<file path="src/rtl/btn_conditioner_pkg.sv">
`default_nettype none
// +----------------------------------------------------------------------------+
// | Module      : btn_conditioner_pkg                                          |
// | Description : Shared FSM state type, default timing constants and a small  |
// |               width helper for the push-button conditioner.                |
// | Revision    : 1.0 - initial release                                        |
// +----------------------------------------------------------------------------+
package btn_conditioner_pkg;

  // Per-channel repeat FSM state
  typedef logic [1:0] state_t;
  localparam state_t ST_IDLE   = 2'd0;
  localparam state_t ST_DELAY  = 2'd1;
  localparam state_t ST_REPEAT = 2'd2;

  // Default timing for the clock/alarm front panel
  localparam int DEF_N_BTN        = 2;
  localparam int DEF_DEBOUNCE_CYC = 4;
  localparam int DEF_REPEAT_DELAY = 16;
  localparam int DEF_REPEAT_RATE  = 8;
  localparam int DEF_REPEAT_EN    = 1;

  // Larger of two integers, used to size the shared repeat counter
  function automatic int max_int(input int a, input int b);
    return (a > b) ? a : b;
  endfunction

endpackage
`default_nettype wire

</file>
<file path="src/rtl/btn_conditioner_channel.sv">
`default_nettype none
// +----------------------------------------------------------------------------+
// | Module      : btn_channel                                                  |
// | Description : One button channel: 2-flop synchroniser, debouncer, and      |
// |               press / auto-repeat pulse FSM.                               |
// | Revision    : 1.0 - initial release                                        |
// +----------------------------------------------------------------------------+
module btn_channel
  import btn_conditioner_pkg::*;
#(
  parameter int DEBOUNCE_CYC = DEF_DEBOUNCE_CYC,
  parameter int REPEAT_DELAY = DEF_REPEAT_DELAY,
  parameter int REPEAT_RATE  = DEF_REPEAT_RATE,
  parameter int REPEAT_EN    = DEF_REPEAT_EN
) (
  input  logic clk,
  input  logic clr,
  input  logic btn_raw,
  input  logic en,
  output logic btn_level,
  output logic btn_pulse
);

  localparam int CNT_W = $clog2(DEBOUNCE_CYC + 1);
  localparam int RPT_W = $clog2(max_int(REPEAT_DELAY, REPEAT_RATE) + 1);

  localparam logic [CNT_W-1:0] c_db_last   = CNT_W'(DEBOUNCE_CYC - 1);
  localparam logic [RPT_W-1:0] c_rpt_delay = RPT_W'(REPEAT_DELAY - 1);
  localparam logic [RPT_W-1:0] c_rpt_rate  = RPT_W'(REPEAT_RATE - 1);

  logic             s1_q, s1_d;
  logic             s2_q, s2_d;
  logic             level_q, level_d;
  logic [CNT_W-1:0] db_cnt_q, db_cnt_d;
  state_t           state_q, state_d;
  logic [RPT_W-1:0] rpt_cnt_q, rpt_cnt_d;
  logic             pulse_q, pulse_d;
  logic             w_rise;

  // Synchroniser: straight two-flop chain, nothing in between
  always_comb begin
    s1_d = btn_raw;
    s2_d = s1_q;
  end

  // Debounce: accept a new level only after DEBOUNCE_CYC consecutive
  // disagreeing samples; any agreeing sample restarts the count
  always_comb begin
    level_d  = level_q;
    db_cnt_d = '0;
    if (s2_q != level_q) begin
      if (db_cnt_q == c_db_last) begin
        level_d = ~level_q;
      end else begin
        db_cnt_d = db_cnt_q + CNT_W'(1);
      end
    end
  end

  // Rising edge taken from the next-state level so the press pulse is
  // registered in the same edge as the level itself
  assign w_rise = level_d & ~level_q;

  // Pulse FSM: press pulse, then initial delay, then steady repeat; a
  // falling level or dropped enable cancels everything in the same cycle
  always_comb begin
    state_d   = state_q;
    rpt_cnt_d = rpt_cnt_q;
    pulse_d   = 1'b0;
    if (!level_d || !en) begin
      state_d   = ST_IDLE;
      rpt_cnt_d = '0;
    end else begin
      case (state_q)
        ST_IDLE: begin
          if (w_rise) begin
            pulse_d = 1'b1;
            if (REPEAT_EN != 0) begin
              state_d   = ST_DELAY;
              rpt_cnt_d = c_rpt_delay;
            end
          end
        end
        ST_DELAY: begin
          if (rpt_cnt_q == '0) begin
            pulse_d   = 1'b1;
            state_d   = ST_REPEAT;
            rpt_cnt_d = c_rpt_rate;
          end else begin
            rpt_cnt_d = rpt_cnt_q - RPT_W'(1);
          end
        end
        ST_REPEAT: begin
          if (rpt_cnt_q == '0) begin
            pulse_d   = 1'b1;
            rpt_cnt_d = c_rpt_rate;
          end else begin
            rpt_cnt_d = rpt_cnt_q - RPT_W'(1);
          end
        end
        default: begin
          state_d   = ST_IDLE;
          rpt_cnt_d = '0;
        end
      endcase
    end
  end

  // State registers, all cleared immediately by the panel reset
  always_ff @(posedge clk or negedge clr) begin
    if (!clr) begin
      s1_q      <= 1'b0;
      s2_q      <= 1'b0;
      level_q   <= 1'b0;
      db_cnt_q  <= '0;
      state_q   <= ST_IDLE;
      rpt_cnt_q <= '0;
      pulse_q   <= 1'b0;
    end else begin
      s1_q      <= s1_d;
      s2_q      <= s2_d;
      level_q   <= level_d;
      db_cnt_q  <= db_cnt_d;
      state_q   <= state_d;
      rpt_cnt_q <= rpt_cnt_d;
      pulse_q   <= pulse_d;
    end
  end

  assign btn_level = level_q;
  assign btn_pulse = pulse_q;

endmodule
`default_nettype wire

</file>
<file path="src/rtl/btn_conditioner.sv">
`default_nettype none
// +----------------------------------------------------------------------------+
// | Module      : btn_conditioner                                              |
// | Description : Front-panel button conditioner; one independent channel per  |
// |               button producing a debounced level and increment pulses.     |
// | Revision    : 1.0 - initial release                                        |
// +----------------------------------------------------------------------------+
module btn_conditioner
  import btn_conditioner_pkg::*;
#(
  parameter int N_BTN        = DEF_N_BTN,
  parameter int DEBOUNCE_CYC = DEF_DEBOUNCE_CYC,
  parameter int REPEAT_DELAY = DEF_REPEAT_DELAY,
  parameter int REPEAT_RATE  = DEF_REPEAT_RATE,
  parameter int REPEAT_EN    = DEF_REPEAT_EN
) (
  input  logic             clk,
  input  logic             clr,
  input  logic [N_BTN-1:0] btn_raw,
  input  logic             en,
  output logic [N_BTN-1:0] btn_level,
  output logic [N_BTN-1:0] btn_pulse
);

  // One fully independent channel per button; no arbitration here
  generate
    for (genvar i = 0; i < N_BTN; i++) begin : g_chan
      btn_channel #(
        .DEBOUNCE_CYC (DEBOUNCE_CYC),
        .REPEAT_DELAY (REPEAT_DELAY),
        .REPEAT_RATE  (REPEAT_RATE),
        .REPEAT_EN    (REPEAT_EN)
      ) u_chan (
        .clk       (clk),
        .clr       (clr),
        .btn_raw   (btn_raw[i]),
        .en        (en),
        .btn_level (btn_level[i]),
        .btn_pulse (btn_pulse[i])
      );
    end
  endgenerate

endmodule
`default_nettype wire
</file>
<file path="config.mk">
export PLATFORM = sky130hd
export DESIGN_NAME = btn_conditioner
export DESIGN_NICKNAME = d
export VERILOG_FILES = /design/src/rtl/btn_conditioner_pkg.sv /design/src/rtl/btn_conditioner_channel.sv /design/src/rtl/btn_conditioner.sv
export SDC_FILE = /design/constraint.sdc
export NUM_CORES = 1
export LEC_CHECK = 0
export ABC_AREA = 1
export CORE_UTILIZATION = 30
export CTS_BUF_LIST = sky130_fd_sc_hd__clkbuf_2
export DETAILED_ROUTE_END_ITERATION = 8
export REMOVE_ABC_BUFFERS = 1
export SLEW_MARGIN = 0
export SYNTH_ARGS = -nofsm -noshare
export SYNTH_HDL_FRONTEND = slang
export SYNTH_SLANG_ARGS = --single-unit
</file>
<file path="constraint.sdc">
create_clock -name clk -period 1.9 [get_ports clk]
set_clock_uncertainty 0.05 [all_clocks]
set_input_delay 0.285 -clock clk [delete_from_list [all_inputs] [get_ports clk]]
set_output_delay 0.285 -clock clk [all_outputs]
set_load 0.02 [all_outputs]
</file>
==> results.yml <==
power:
  power_frac_clock: 0.153
  total_switching_power_mw: 1.01
  power-per-cell-area_mw_per_mm2: 1300
  p_int_mw: 1.35
  comb_power_share: 0.475
  irDropWorstVdd_mv: 0.713
  power_switching_share: 0.428
  static-leakage-power_nw: 0.900
  power.share.sequential: 0.372
global_routing:
  grt_max_degree: 29
  global_route_wire_length_before_repair_microns: 5220
  grt_usage: 0.121
  grt_pass1_vias: 1162
  grt_antenna_before_repair: 0
  grt-ovfl-total: 0
timing:
  slew_viol_final: 0
  finalSetupTns_ns: 0
  setup_viol_count_final: 0
  max_freq_mhz: 558
  post_route_minimum_period_ns: 1.79
  setup_repair_after_global_routing_missed_its_margin: "false"
  worst_pin_slew_ns: 0.351
  hold_viol: 0
  slew_headroom: 0.766
  fin_crit_sh: 0.944
run_status:
  status: "finished clean"
critical_path:
  worstPathCellList: "clkdlybuf4s50_1"
  critPathKind: "register to output port"
  slowest_delay_ns: 0.61
  ff2ff_path_depth: 8
  crit_slowest_cell: "sky130_fd_sc_hd__clkdlybuf4s50_1"
  worstPathMaxFanout: 5
  timing.critical_path.max_delay_family: "buffers and inverters"
  regToRegEndpoint: "g_chan[0].u_chan.btn_pulse"
  regToRegSetupSlack_ns: 0.35
  timing.critical_path.required_ns: 1.56
  worst_path_buffer_plus_inverter_count: 1
  arrival_ns: 1.46
  cp-end-kind: "output port"
  worst_reg2reg_startpoint: "g_chan[0].u_chan.db_cnt_q[0]"
  worst_setup_path_start_kind: "register"
logic_synthesis:
  synthesis.instances: 198
  synth-seq-cells: 28
  post_synth_num_cell_types: 21
  syn_area_per_cell_sq_um: 8.13
  synth_area_sq_mm: 0.00161
  synthesis.yosys.warnings: 0
  ys_seq_area_frac: 0.435
die:
  floorplan.die_area_sq_mm: 0.00566
  chipHeight_microns: 75.3
  std_cell_rows: 26
  core_area_sq_mm: 0.00514
  die_width_microns: 75.3
  floorplan.initialDensity: 0.313
  design.portCount: 9
clock_network:
  cts_max_path_buffers: 2
  cts_tree: "yes"
  root_buffer: "sky130_fd_sc_hd__clkbuf_2"
  cts_made_buffers: 3
  cts.clk_slew.worst_paths_ns: 0.27
  cts_htree_levels: 1
  clock-sinks: 28
  clock_latency_ns: 0.36
layout:
  num-fill-cells: 569
  post_route_cell_area_sq_mm: 0.00181
  antenna-diode-count: 0
  count_of_nets_after_finishing: 226
  post-route-util: 0.352
  area_delta_synth_final_pct: 12.4
  layout-drive-gt1-share: 0.106
drt:
  route.final.wire_length_microns: 2840
  wl_per_cell_microns: 10.2
  first_iter_violations: 79
  post-route-drc-count: 0
  drtAntennaViolNets: 0
  firstDrtPassIters: 4
  vias: 1254
  post_drt_via_cell_ratio: 4.51
flow_run:
  max_cap_viol_count: 0
place:
  placement.cell_area_sq_mm: 0.00176
  port_buffers: 8
  place.gp.congestion: 0.813
  dp_hpwl_microns: 2150
worst_hold_path:
  worstHoldPathType: "primary input to asynchronous set/reset pin"
-- placed cells by master (no fill, tap or decap), types with 4 or more instances in the layout --
master	netlist	final
sky130_fd_sc_hd__clkdlybuf4s50_1	0	8
sky130_fd_sc_hd__dfrtp_1	28	26
sky130_fd_sc_hd__ha_1	12	12
sky130_fd_sc_hd__inv_1	26	26
sky130_fd_sc_hd__nand2_1	54	54
sky130_fd_sc_hd__nand2_2	4	4
sky130_fd_sc_hd__nand3_1	28	28
sky130_fd_sc_hd__nor2_1	12	12
sky130_fd_sc_hd__o21ai_0	7	7
-- synthesized netlist by cell type (all sizes together) --
master,n,area (sq um)
buf,4,30.0
dfrtp,28,701
ha,12,150
inv,28,105
nand2,60,250
nand3,28,140
nand3b,2,15.0
nand4,4,46.3
nor2,16,80.1
nor3,2,10.0
nor3b,2,15.0
o21ai,10,50.0
xnor2,2,17.5
-- power by group through the flow --
| stage | sequential (mW) | combinational (mW) | clock [mW] |
|---|---|---|---|
| after floorplan | 0.892 | 0.828 | 0 |
| after global placement | 0.892 | 1.10 | 0 |
| after detailed placement | 0.896 | 1.11 | 0 |
| after CTS | 0.885 | 1.11 | 0.378 |
| after global routing | 0.907 | 1.29 | 0.403 |
| final | 0.877 | 1.12 | 0.362 |
-- sequential cells by signal (all words and copies together), names as in the netlist --
name and cells:
g_chan.u_chan.btn_level 2, g_chan.u_chan.btn_pulse 2, g_chan.u_chan.db_cnt_q 6, g_chan.u_chan.state_q 4, g_chan.u_chan.s2_q 2, g_chan.u_chan.rpt_cnt_q 10, g_chan.u_chan.s1_q 2
-- layout make-up --
class / instances / area (sq um) / share of cell area
clock buffers: 3 / 15.0 / 0.00829
clock inverters: 1 / 30.0 / 0.0166
inverters: 28 / 105 / 0.0581
multi-input cells: 138 / 774 / 0.428
flip-flops and latches: 28 / 703 / 0.388
well taps: 70 / 87.6 / 0.0484
repair buffers: 10 / 95.1 / 0.0525
-- worst max-delay path by stage --
stage | from | end | slack, ns | depth (start not counted)
final | g_chan[0].u_chan.btn_level | btn_level[0] | 0.11 | 1
after global routing | g_chan[0].u_chan.btn_level | btn_level[0] | 0.007 | 1
after CTS | g_chan[0].u_chan.btn_level | btn_level[0] | 0.03 | 1
after detailed placement | en | g_chan[0].u_chan.rpt_cnt_q[0] | 0.26 | 4
after global placement | en | g_chan[0].u_chan.state_q[0] | 0.31 | 4
after floorplan | g_chan[0].u_chan.db_cnt_q[0] | g_chan[0].u_chan.rpt_cnt_q[0] | 0.56 | 7
-- layer usage --
| metal | track usage | vias up | share of wire |
|---|---|---|---|
| met5 | 0 | - | 0 |
| met4 | 0.0247 | 0 | 0.0081 |
| met3 | 0.0281 | 2 | 0.024 |
| met2 | 0.197 | 13 | 0.47 |
| met1 | 0.166 | 588 | 0.50 |
| li1 | - | 651 | - |
-- metrics by stage --
| stage | total power, mW | hold slack, ns | cells | worst slack (ns) |
|---|---|---|---|---|
| 6_report | 2.36 | 0.197 | 278 | 0.107 |
| 5_1_grt | 2.60 | 0.172 | 278 | 0.00716 |
| 4_1_cts | 2.38 | 0.198 | 277 | 0.0252 |
| 3_5_place_dp | 2.00 | 0.287 | 273 | 0.256 |
| 2_1_floorplan | 1.72 | -0.0606 | 194 | 0.560 |
| 3_3_place_gp | 1.99 | 0.283 | 273 | 0.306 |
-- cells by family (layout without fill, tap and decap cells) --
group	Yosys count	count (layout)	share of synthesized area
buf+inv	32	42	0.0839
compound gates	10	10	0.0311
flops	28	28	0.435
simple gates	114	114	0.346
xor+xnor	2	2	0.0109
fa+ha+maj	12	12	0.0932
-- timing repair --
item                                    CTS  global route
hold buffers                              0             0
endpoints found under the setup margin    1             2
resized for setup                         1             1
buffers inserted                          0             1
Power figures use the tool's default switching activity.
